### src/rtl/board_pkg.sv
// Shared checkerboard constants: RAM geometry, cell encodings and arbiter requester indices.
package board_pkg;

    localparam int BOARD_ADDR_W = 6;
    localparam int BOARD_DATA_W = 2;

    localparam logic [1:0] CELL_EMPTY = 2'b00;
    localparam logic [1:0] CELL_BLACK = 2'b01;
    localparam logic [1:0] CELL_WHITE = 2'b10;

    localparam int REQ_CLEAR   = 0;
    localparam int REQ_PLACE   = 1;
    localparam int REQ_CAPTURE = 2;

    typedef enum logic {
        OWN_IDLE = 1'b0,
        OWN_BUSY = 1'b1
    } own_state_e;

endpackage

### src/rtl/rr_picker.sv
// Combinational round-robin first-one finder: returns the first set mask bit at or after start,
// wrapping around, as an index in the mask's own numbering.
module rr_picker #(
    parameter int N     = 2,
    parameter int IDX_W = 1
) (
    input  logic [N-1:0]     mask,
    input  logic [IDX_W-1:0] start,
    output logic             vld,
    output logic [IDX_W-1:0] idx
);

    logic [N-1:0]     rot;
    logic [IDX_W-1:0] off;
    logic [IDX_W:0]   sum;

    always_comb begin
        rot = N'({mask, mask} >> start);
        vld = |mask;
        off = '0;
        // Descending scan so the lowest rotated position wins.
        for (int k = N - 1; k >= 0; k--) begin
            if (rot[k]) off = IDX_W'(k);
        end
        sum = {1'b0, start} + {1'b0, off};
        if (sum >= (IDX_W + 1)'(N)) sum = sum - (IDX_W + 1)'(N);
        idx = sum[IDX_W-1:0];
    end

endmodule

### src/rtl/board_ram_arbiter.sv
// Write-port arbiter for the 64-cell board RAM: request/grant ownership with burst lock,
// clear-engine priority, round-robin among game writers with a hold timeout, registered RAM write.
module board_ram_arbiter
    import board_pkg::*;
#(
    parameter int N_REQ    = 3,
    parameter int ADDR_W   = BOARD_ADDR_W,
    parameter int DATA_W   = BOARD_DATA_W,
    parameter int MAX_HOLD = 64
) (
    input  logic                      clk,
    input  logic                      rst_n,
    input  logic [N_REQ-1:0]          req,
    input  logic [N_REQ-1:0]          we,
    input  logic [N_REQ*ADDR_W-1:0]   addr,
    input  logic [N_REQ*DATA_W-1:0]   data,
    output logic [N_REQ-1:0]          gnt,
    output logic                      ram_we,
    output logic [ADDR_W-1:0]         ram_addr,
    output logic [DATA_W-1:0]         ram_data,
    output logic                      busy,
    output logic                      drop
);

    localparam int IDX_W  = $clog2(N_REQ);
    localparam int PICK_N = N_REQ - 1;
    localparam int PICK_W = (PICK_N > 1) ? $clog2(PICK_N) : 1;
    localparam int HOLD_W = 7;
    localparam logic [HOLD_W-1:0] HOLD_MAX = HOLD_W'(MAX_HOLD);

    own_state_e          state_q, state_d;
    logic [IDX_W-1:0]    owner_q, owner_d;
    logic [IDX_W-1:0]    rr_ptr_q, rr_ptr_d;
    logic [HOLD_W-1:0]   hold_cnt_q, hold_cnt_d;
    logic                ram_we_q, ram_we_d;
    logic [ADDR_W-1:0]   ram_addr_q, ram_addr_d;
    logic [DATA_W-1:0]   ram_data_q, ram_data_d;
    logic                drop_q, drop_d;

    logic                owner_req, timeout, arbitrate, grant_change;
    logic [N_REQ-1:0]    cand;
    logic [PICK_W-1:0]   pick_start, pick_idx;
    logic                pick_vld;

    // A timed-out owner is removed from the candidate set so the port really moves on.
    assign owner_req  = |(req & gnt);
    assign timeout    = (state_q == OWN_BUSY) && (owner_q != IDX_W'(REQ_CLEAR)) &&
                        (hold_cnt_q == HOLD_MAX) && |(req & ~gnt);
    assign cand       = timeout ? (req & ~gnt) : req;
    assign pick_start = PICK_W'(rr_ptr_q - IDX_W'(1));

    rr_picker #(
        .N     (PICK_N),
        .IDX_W (PICK_W)
    ) u_rr_picker (
        .mask  (cand[N_REQ-1:1]),
        .start (pick_start),
        .vld   (pick_vld),
        .idx   (pick_idx)
    );

    always_ff @(posedge clk or negedge rst_n) begin
        if (!rst_n) begin
            state_q    <= OWN_IDLE;
            owner_q    <= '0;
            rr_ptr_q   <= IDX_W'(1);
            hold_cnt_q <= '0;
            ram_we_q   <= 1'b0;
            ram_addr_q <= '0;
            ram_data_q <= '0;
            drop_q     <= 1'b0;
        end else begin
            state_q    <= state_d;
            owner_q    <= owner_d;
            rr_ptr_q   <= rr_ptr_d;
            hold_cnt_q <= hold_cnt_d;
            ram_we_q   <= ram_we_d;
            ram_addr_q <= ram_addr_d;
            ram_data_q <= ram_data_d;
            drop_q     <= drop_d;
        end
    end

    always_comb begin
        state_d   = state_q;
        owner_d   = owner_q;
        rr_ptr_d  = rr_ptr_q;
        arbitrate = (state_q == OWN_IDLE) || !owner_req || timeout;
        if (arbitrate) begin
            if (cand[REQ_CLEAR]) begin
                state_d = OWN_BUSY;
                owner_d = IDX_W'(REQ_CLEAR);
            end else if (pick_vld) begin
                state_d  = OWN_BUSY;
                owner_d  = IDX_W'(pick_idx) + IDX_W'(1);
                rr_ptr_d = (owner_d == IDX_W'(N_REQ - 1)) ? IDX_W'(1) : owner_d + IDX_W'(1);
            end else begin
                state_d = OWN_IDLE;
            end
        end
        grant_change = (state_d != state_q) || (owner_d != owner_q);
        if (grant_change) begin
            hold_cnt_d = '0;
        end else if (state_q == OWN_BUSY && owner_q != IDX_W'(REQ_CLEAR) && hold_cnt_q != HOLD_MAX) begin
            hold_cnt_d = hold_cnt_q + 1'b1;
        end else begin
            hold_cnt_d = hold_cnt_q;
        end
    end

    always_comb begin
        gnt = '0;
        if (state_q == OWN_BUSY) gnt[owner_q] = 1'b1;
        busy = |gnt;
    end

    // Address/data hold their last value between writes; only ram_we qualifies them.
    always_comb begin
        ram_we_d   = |(we & gnt & req);
        ram_addr_d = ram_addr_q;
        ram_data_d = ram_data_q;
        for (int i = 0; i < N_REQ; i++) begin
            if (we[i] && gnt[i] && req[i]) begin
                ram_addr_d = addr[i*ADDR_W +: ADDR_W];
                ram_data_d = data[i*DATA_W +: DATA_W];
            end
        end
        drop_d = |(we & ~gnt);
    end

    assign ram_we   = ram_we_q;
    assign ram_addr = ram_addr_q;
    assign ram_data = ram_data_q;
    assign drop     = drop_q;

endmodule
### config.mk
export PLATFORM = sky130hd
export DESIGN_NAME = board_ram_arbiter
export DESIGN_NICKNAME = d
export VERILOG_FILES = /design/src/rtl/board_pkg.sv /design/src/rtl/rr_picker.sv /design/src/rtl/board_ram_arbiter.sv
export SDC_FILE = /design/constraint.sdc
export NUM_CORES = 1
export LEC_CHECK = 0
export CAP_MARGIN = 15
export CORE_MARGIN = 3
export CORE_UTILIZATION = 25
export CTS_CLUSTER_DIAMETER = 120
export CTS_CLUSTER_SIZE = 25
export DETAILED_ROUTE_END_ITERATION = 10
export GPL_TIMING_DRIVEN = 1
export PLACE_DENSITY_LB_ADDON = 0.12
export SLEW_MARGIN = 0
export SYNTH_ARGS = -nofsm -noshare
export SYNTH_HDL_FRONTEND = slang
export SYNTH_SLANG_ARGS = --single-unit
export TNS_END_PERCENT = 30
### constraint.sdc
create_clock -name clk -period 4.3 [get_ports clk]
set_input_delay 0.86 -clock clk [delete_from_list [all_inputs] [get_ports clk]]
set_output_delay 0.86 -clock clk [all_outputs]
set_load 0.05 [all_outputs]
==> qor.yml <==
worst_setup_path:
  critPathCaptureType: "flop"
  cp_num_buf_inv: 1
  crit_path_start_kind: "primary input"
  crit_fanout: 10
  worstPathCellList: "clkdlybuf4s50_1 -> or2_1 -> a41oi_1 -> o21ai_1 -> mux2i_2 -> a2111oi_1"
  cp.required_ns: 4.42
  worst_path_max_delay_cell: "clkdlybuf4s50_1"
  worstPathArrival_ns: 3.14
  slowest_delay_ns: 0.58
  worstSetupPathType: "in2reg"
  crit_family: "compound AO/OA/AOI/OAI gates"
synth:
  synth-edff-count: 0
  yosys.area.top_type: "dfrtp_1"
  synth_top_area_share_pct: 33.53
  synth_cell_types: 47
  synth_commonest_cells: "dfrtp_1, nand2_1, o21ai_0"
  syn_inst: 151
  yosysMostFrequentCell: "dfrtp_1"
  async_reset_ff_share_pct: 100.0
  netlist_area_um2: 1493
  avgSynthCellArea_um2: 9.885
  synth-seq-cells: 21
  synth_area_leaders: "dfrtp_1, mux2i_1, mux2_1"
  ys.warnings.count: 0
  ys.flop_type: "dfrtp_1"
  yosysSeqAreaShare_pct: 35.29
  syn_nets: 185
timing:
  fin_skew_ns: 0.002861
  rsz0062_at_grt: "false"
  fin_crit_ns: 3.021
  finalHoldViolations: 0
  max_freq_mhz: 331.0
  slew_viol_final: 0
  setup_tns_ns: 0
  min_period_over_period_pct: 70.26
  worst-slew-pin-transition_ns: 0.9846
  fin_hold_ws_ns: 0.4893
  finalSetupViolCount: 0
  relSlewSlack_pct: 34.15
floorplanning:
  start_util_pct: 26.46
  core_area_um2: 5642
  die_height_um: 83.27
  die_w_um: 83.27
  pin_count: 46
  dieArea_um2: 6934
  core.rowCount: 27
routing:
  routedWlPerCell_um: 16.10
  drt-total-wl_um: 4219
  drt_iter0_drc: 54
  drc: 0
  num_vias: 1302
  avgViaCountPerCell: 4.969
  drtAntennaViolNets: 0
  dr.pass1.iters: 4
grt:
  gr-usage-met1_pct: 15.16
  grt_pass1_wl_um: 7100
  grt_max_degree: 22
  met2_usage_pct: 21.28
  overflow: 0
  grt_antenna_before_repair: 0
  grt_pass1_vias: 1370
  grt_usage_pct: 12.44
  top_usage_layer: "met2"
  use_met3_pct: 3.571
power_and_ir_drop:
  power_frac_clock_pct: 12.0
  intPower_mw: 0.5718
  swShare_pct: 47.66
  power_frac_seq_pct: 30.2
  p_leak_nw: 0.7245
  p_comb_share_pct: 57.8
  vdd_drop_max_v: 0.0002030
  power_density_nw_per_um2: 547.8
  p_switching_mw: 0.5207
clocking:
  htreeDepth: 1
  cts_setup_buffers: 0
  numCtsBuffers: 3
  hold_buffers: 0
  clk_latency_ns: 0.26
  clockBufferDepth: 2
  post_cts_resized: 0
  cts.sinks: 21
  clkTransAtPathRegs_ns: 0.08
  cts_tree: "yes"
  cts_root_buf: "clkbuf_8"
placed_design:
  hpwl_um: 3245
  post_dp_cell_area_um2: 1948
  io_buffer_count: 45
  placed_cells: 258
  gp_congestion: 0.7774
cells_and_area:
  antenna_cells: 0
  fill_cells: 593
  area_delta_synth_final_pct: 33.61
  drive_gt1_share_pct: 7.368
  design.final.nets: 225
  finish.instance_area_um2: 1994
  post-route-util_pct: 35.35
  finalNonFillerCells: 262
worst_hold_path:
  hold_class: "reg2reg"
outcome:
  status: "finished clean"
flow_run:
  drv_cap: 0
==> cells by family (layout without fill, tap and decap cells) <==
logic type	count (synthesis)	in the layout	synth area share, %
simple gates	40	40	14.75
flops	21	21	35.29
mux	19	19	13.66
buf+inv	17	56	7.460
compound gates	46	46	23.64
xor+xnor	6	6	3.521
fa+ha+maj	2	2	1.676
==> cell usage in the layout (no fill, tap or decap), types with 5 or more instances in the layout <==
| cell type | synthesis | layout |
|---|---|---|
| a2111oi_1 | 6 | 6 |
| nand2_1 | 15 | 15 |
| mux2i_1 | 10 | 10 |
| inv_1 | 5 | 5 |
| mux2_1 | 8 | 8 |
| nor2_1 | 9 | 9 |
| o21ai_0 | 12 | 12 |
| dfrtp_1 | 20 | 20 |
| clkdlybuf4s50_1 | 0 | 45 |
| a21oi_1 | 8 | 8 |
==> power by group through the flow <==
stage	clock network, mW	registers [mW]	logic [mW]
CTS	0.140	0.330	0.638
finish	0.131	0.330	0.631
detailed placement	0	0.333	0.636
floorplan	0	0.462	0.313
global placement	0	0.334	0.624
global route	0.150	0.344	0.669
==> layer usage <==
layer | share of wire (%) | wire, µm
met1 | 43 | 1821
met2 | 48 | 2017
met3 | 7.8 | 331
met4 | 1.1 | 48
met5 | 0 | 0
==> stage by stage <==
| stage | worst slack [ns] | power, mW |
|---|---|---|
| after floorplan | 1.589 | 0.7750 |
| after detailed placement | 1.056 | 0.9698 |
| after CTS | 1.293 | 1.108 |
| after global routing | 1.034 | 1.163 |
| after global placement | 1.193 | 0.9575 |
| final | 1.279 | 1.093 |
==> sequential cells by signal, summed over array words and instances (netlist names) <==
register / flops
owner_q: 2
state_q: 1
drop: 1
rr_ptr_q: 1
ram_we: 1
ram_data: 2
hold_cnt_q: 7
ram_addr: 6
==> cell type report <==
class,instances,area [µm²],share of cell area (%)
multi-input cells,113,854.6,42.85
flip-flops and latches,21,526.8,26.41
well taps,72,90.09,4.517
clock inverters,1,5.005,0.2509
clock buffers,3,41.29,2.070
repair buffers,45,450.4,22.58
inverters,7,26.28,1.317
==> path summary, 6_finish.rpt <==
check | from | to | slack (ns) | cells past startpoint
setup reg to reg | hold_cnt_q[0]$_DFFE_PN0P_ | hold_cnt_q[6]$_DFFE_PN0P_ | 1.76 | 7
hold reg to reg | ram_addr[0]$_DFFE_PN0P_ | ram_addr[0]$_DFFE_PN0P_ | 0.49 | 1
setup / recovery | req[0] | hold_cnt_q[6]$_DFFE_PN0P_ | 1.28 | 6
max in group asynchronous | rst_n | hold_cnt_q[1]$_DFFE_PN0P_ | 2.56 | 1
min in group asynchronous | rst_n | drop$_DFF_PN0_ | 1.14 | 1
hold / removal | ram_addr[0]$_DFFE_PN0P_ | ram_addr[0]$_DFFE_PN0P_ | 0.49 | 1
Note: power is estimated with default switching activity, not from simulation.
==> edit, RTL diff (same flow settings) <==
The package constant `BOARD_ADDR_W` goes from 6 to 5.
--- a/src/rtl/board_pkg.sv
+++ b/src/rtl/board_pkg.sv
@@ -1,7 +1,7 @@
 // Shared checkerboard constants: RAM geometry, cell encodings and arbiter requester indices.
 package board_pkg;
 
-    localparam int BOARD_ADDR_W = 6;
+    localparam int BOARD_ADDR_W = 5;
     localparam int BOARD_DATA_W = 2;
 
     localparam logic [1:0] CELL_EMPTY = 2'b00;
Ports: changed (resized addr and ram_addr); port bits go from 46 to 42. The function was not compared with the original's and may differ.
==> edit against the original RTL <==
- total power fell by 7.6%
- design area decreased by 4.8%
- count of clock-buffer cells in the layout rose by 1
- synthesized cell count down 3.3%
- sequential share of layout area hardly changed
- register-to-register slack better by 0.11 ns
- sequential power down 5%
- sequential cell count fell by 1
- wire length fell by 11%
- synthesized area is 6.7% lower
- worst setup slack lost 0.16 ns
- utilization grew 0.91 points
==> edit: results (changes against the original RTL) <==
Nets 214 (-4.9%); clk pwr 0.141 mW (+8%); pre-CTS setup slack 0.888 ns (-0.168 ns); part of the power in registers 0.312 (+0.010); Synth Area in Compound Gates 0.199 (-0.0369); largest stage delay on the critical path 0.83 ns (+0.25 ns); drt wl/cell 14.9 um (-7.3%); Mapped Nets 177 (-4.3%); placed wire-length estimate 2900 um (-11%); ranking of synthesized cells by area dfrtp_1, mux2i_1, mux2_1, o21ai_0, nor4_1; Critical R2R Launch owner_q[1]$_DFF_PN0_; via count 1266 (-2.8%); Lkg Pwr 0.723 nW (-0.19%); met2 Track Usage GR 0.209 (-0.00422); Sw Ratio 0.462 (-0.0148); CP top delay family simple AND/OR/NAND/NOR gates; area share of fa/ha/maj cells after synthesis 0.0180 (+0.00120); routing usage on met3 0.0359 (+0.000160); Tcrit/Tclk final 0.741 (+0.0381); Seq/Total Area, Yosys 0.360 (+0.00740); Synth top cells by count dfrtp_1, o21ai_0, nand2_1; library cells used by synthesis 44 (-6.4%); maximum VDD drop 0.177 mV (-13%); status complete, no violations; Overall Power 1.01 mW (-7.6%); Area Overhead vs Synth 36.4%; reg2reg path depth 5 (-2); Non-Filler Instances 252 (-3.8%); met1 GRT Util 0.146 (-0.00520); Synth Instances 146 (-3.3%); Layout Skew 0.00725 ns (+0.00439 ns); Placed Area 1840 um2 (-5.3%); fillcell total 529 (-11%); final hold slack 0.487 ns (-0.00233 ns); Routed Antenna Nets 0 (unchanged); routability cong. 0.901 (+16%); Reg2Reg Setup Slack 1.87 ns (+0.11 ns); largest net degree at the start of global routing 21 (-4.5%); Port Buffer Count 41 (-8.9%); Post-Synth XOR/XNOR Area 0.0377 (+0.00253); global-route wire length before repair 6160 um (-13%); vias in the first global route 1245 (-9.1%); share of cells above drive strength 1 0.0604 (-0.0132); GRT Util Overall 0.119 (-0.00522)
## edit: cell count changes after synthesis, sizes merged, moves of 3 or more
cell     before  now
nor4          1    9
a21oi         8    4
nand2        15   11
o31ai         0    3
a2111oi       7    0
nand4         2    5
## edit: layout make-up
cell class	instances	area share
Clock buffer	4	0.0290
Inverter	7	0.0138
Tap cell	70	0.0461
Timing Repair Buffer	41	0.216
Multi-Input combinational cell	110	0.431
Sequential cell	20	0.264
## edit: metal layers
metal / part of all wire / routed length (um)
met2: 0.48 / 1800
met4: 0.0051 / 19
met3: 0.079 / 298
met1: 0.44 / 1650
met5: 0 / 0
## edit: cells by family (layout without fill, tap and decap cells)
family / Yosys count / after routing
AOI/OAI and AO/OA: 37 / 37
DFF: 20 / 20
muxes: 16 / 16
and+or+nand+nor: 49 / 49
xor gates and xnor gates: 6 / 6
buffers and inverters: 16 / 52
adders and majority gates: 2 / 2
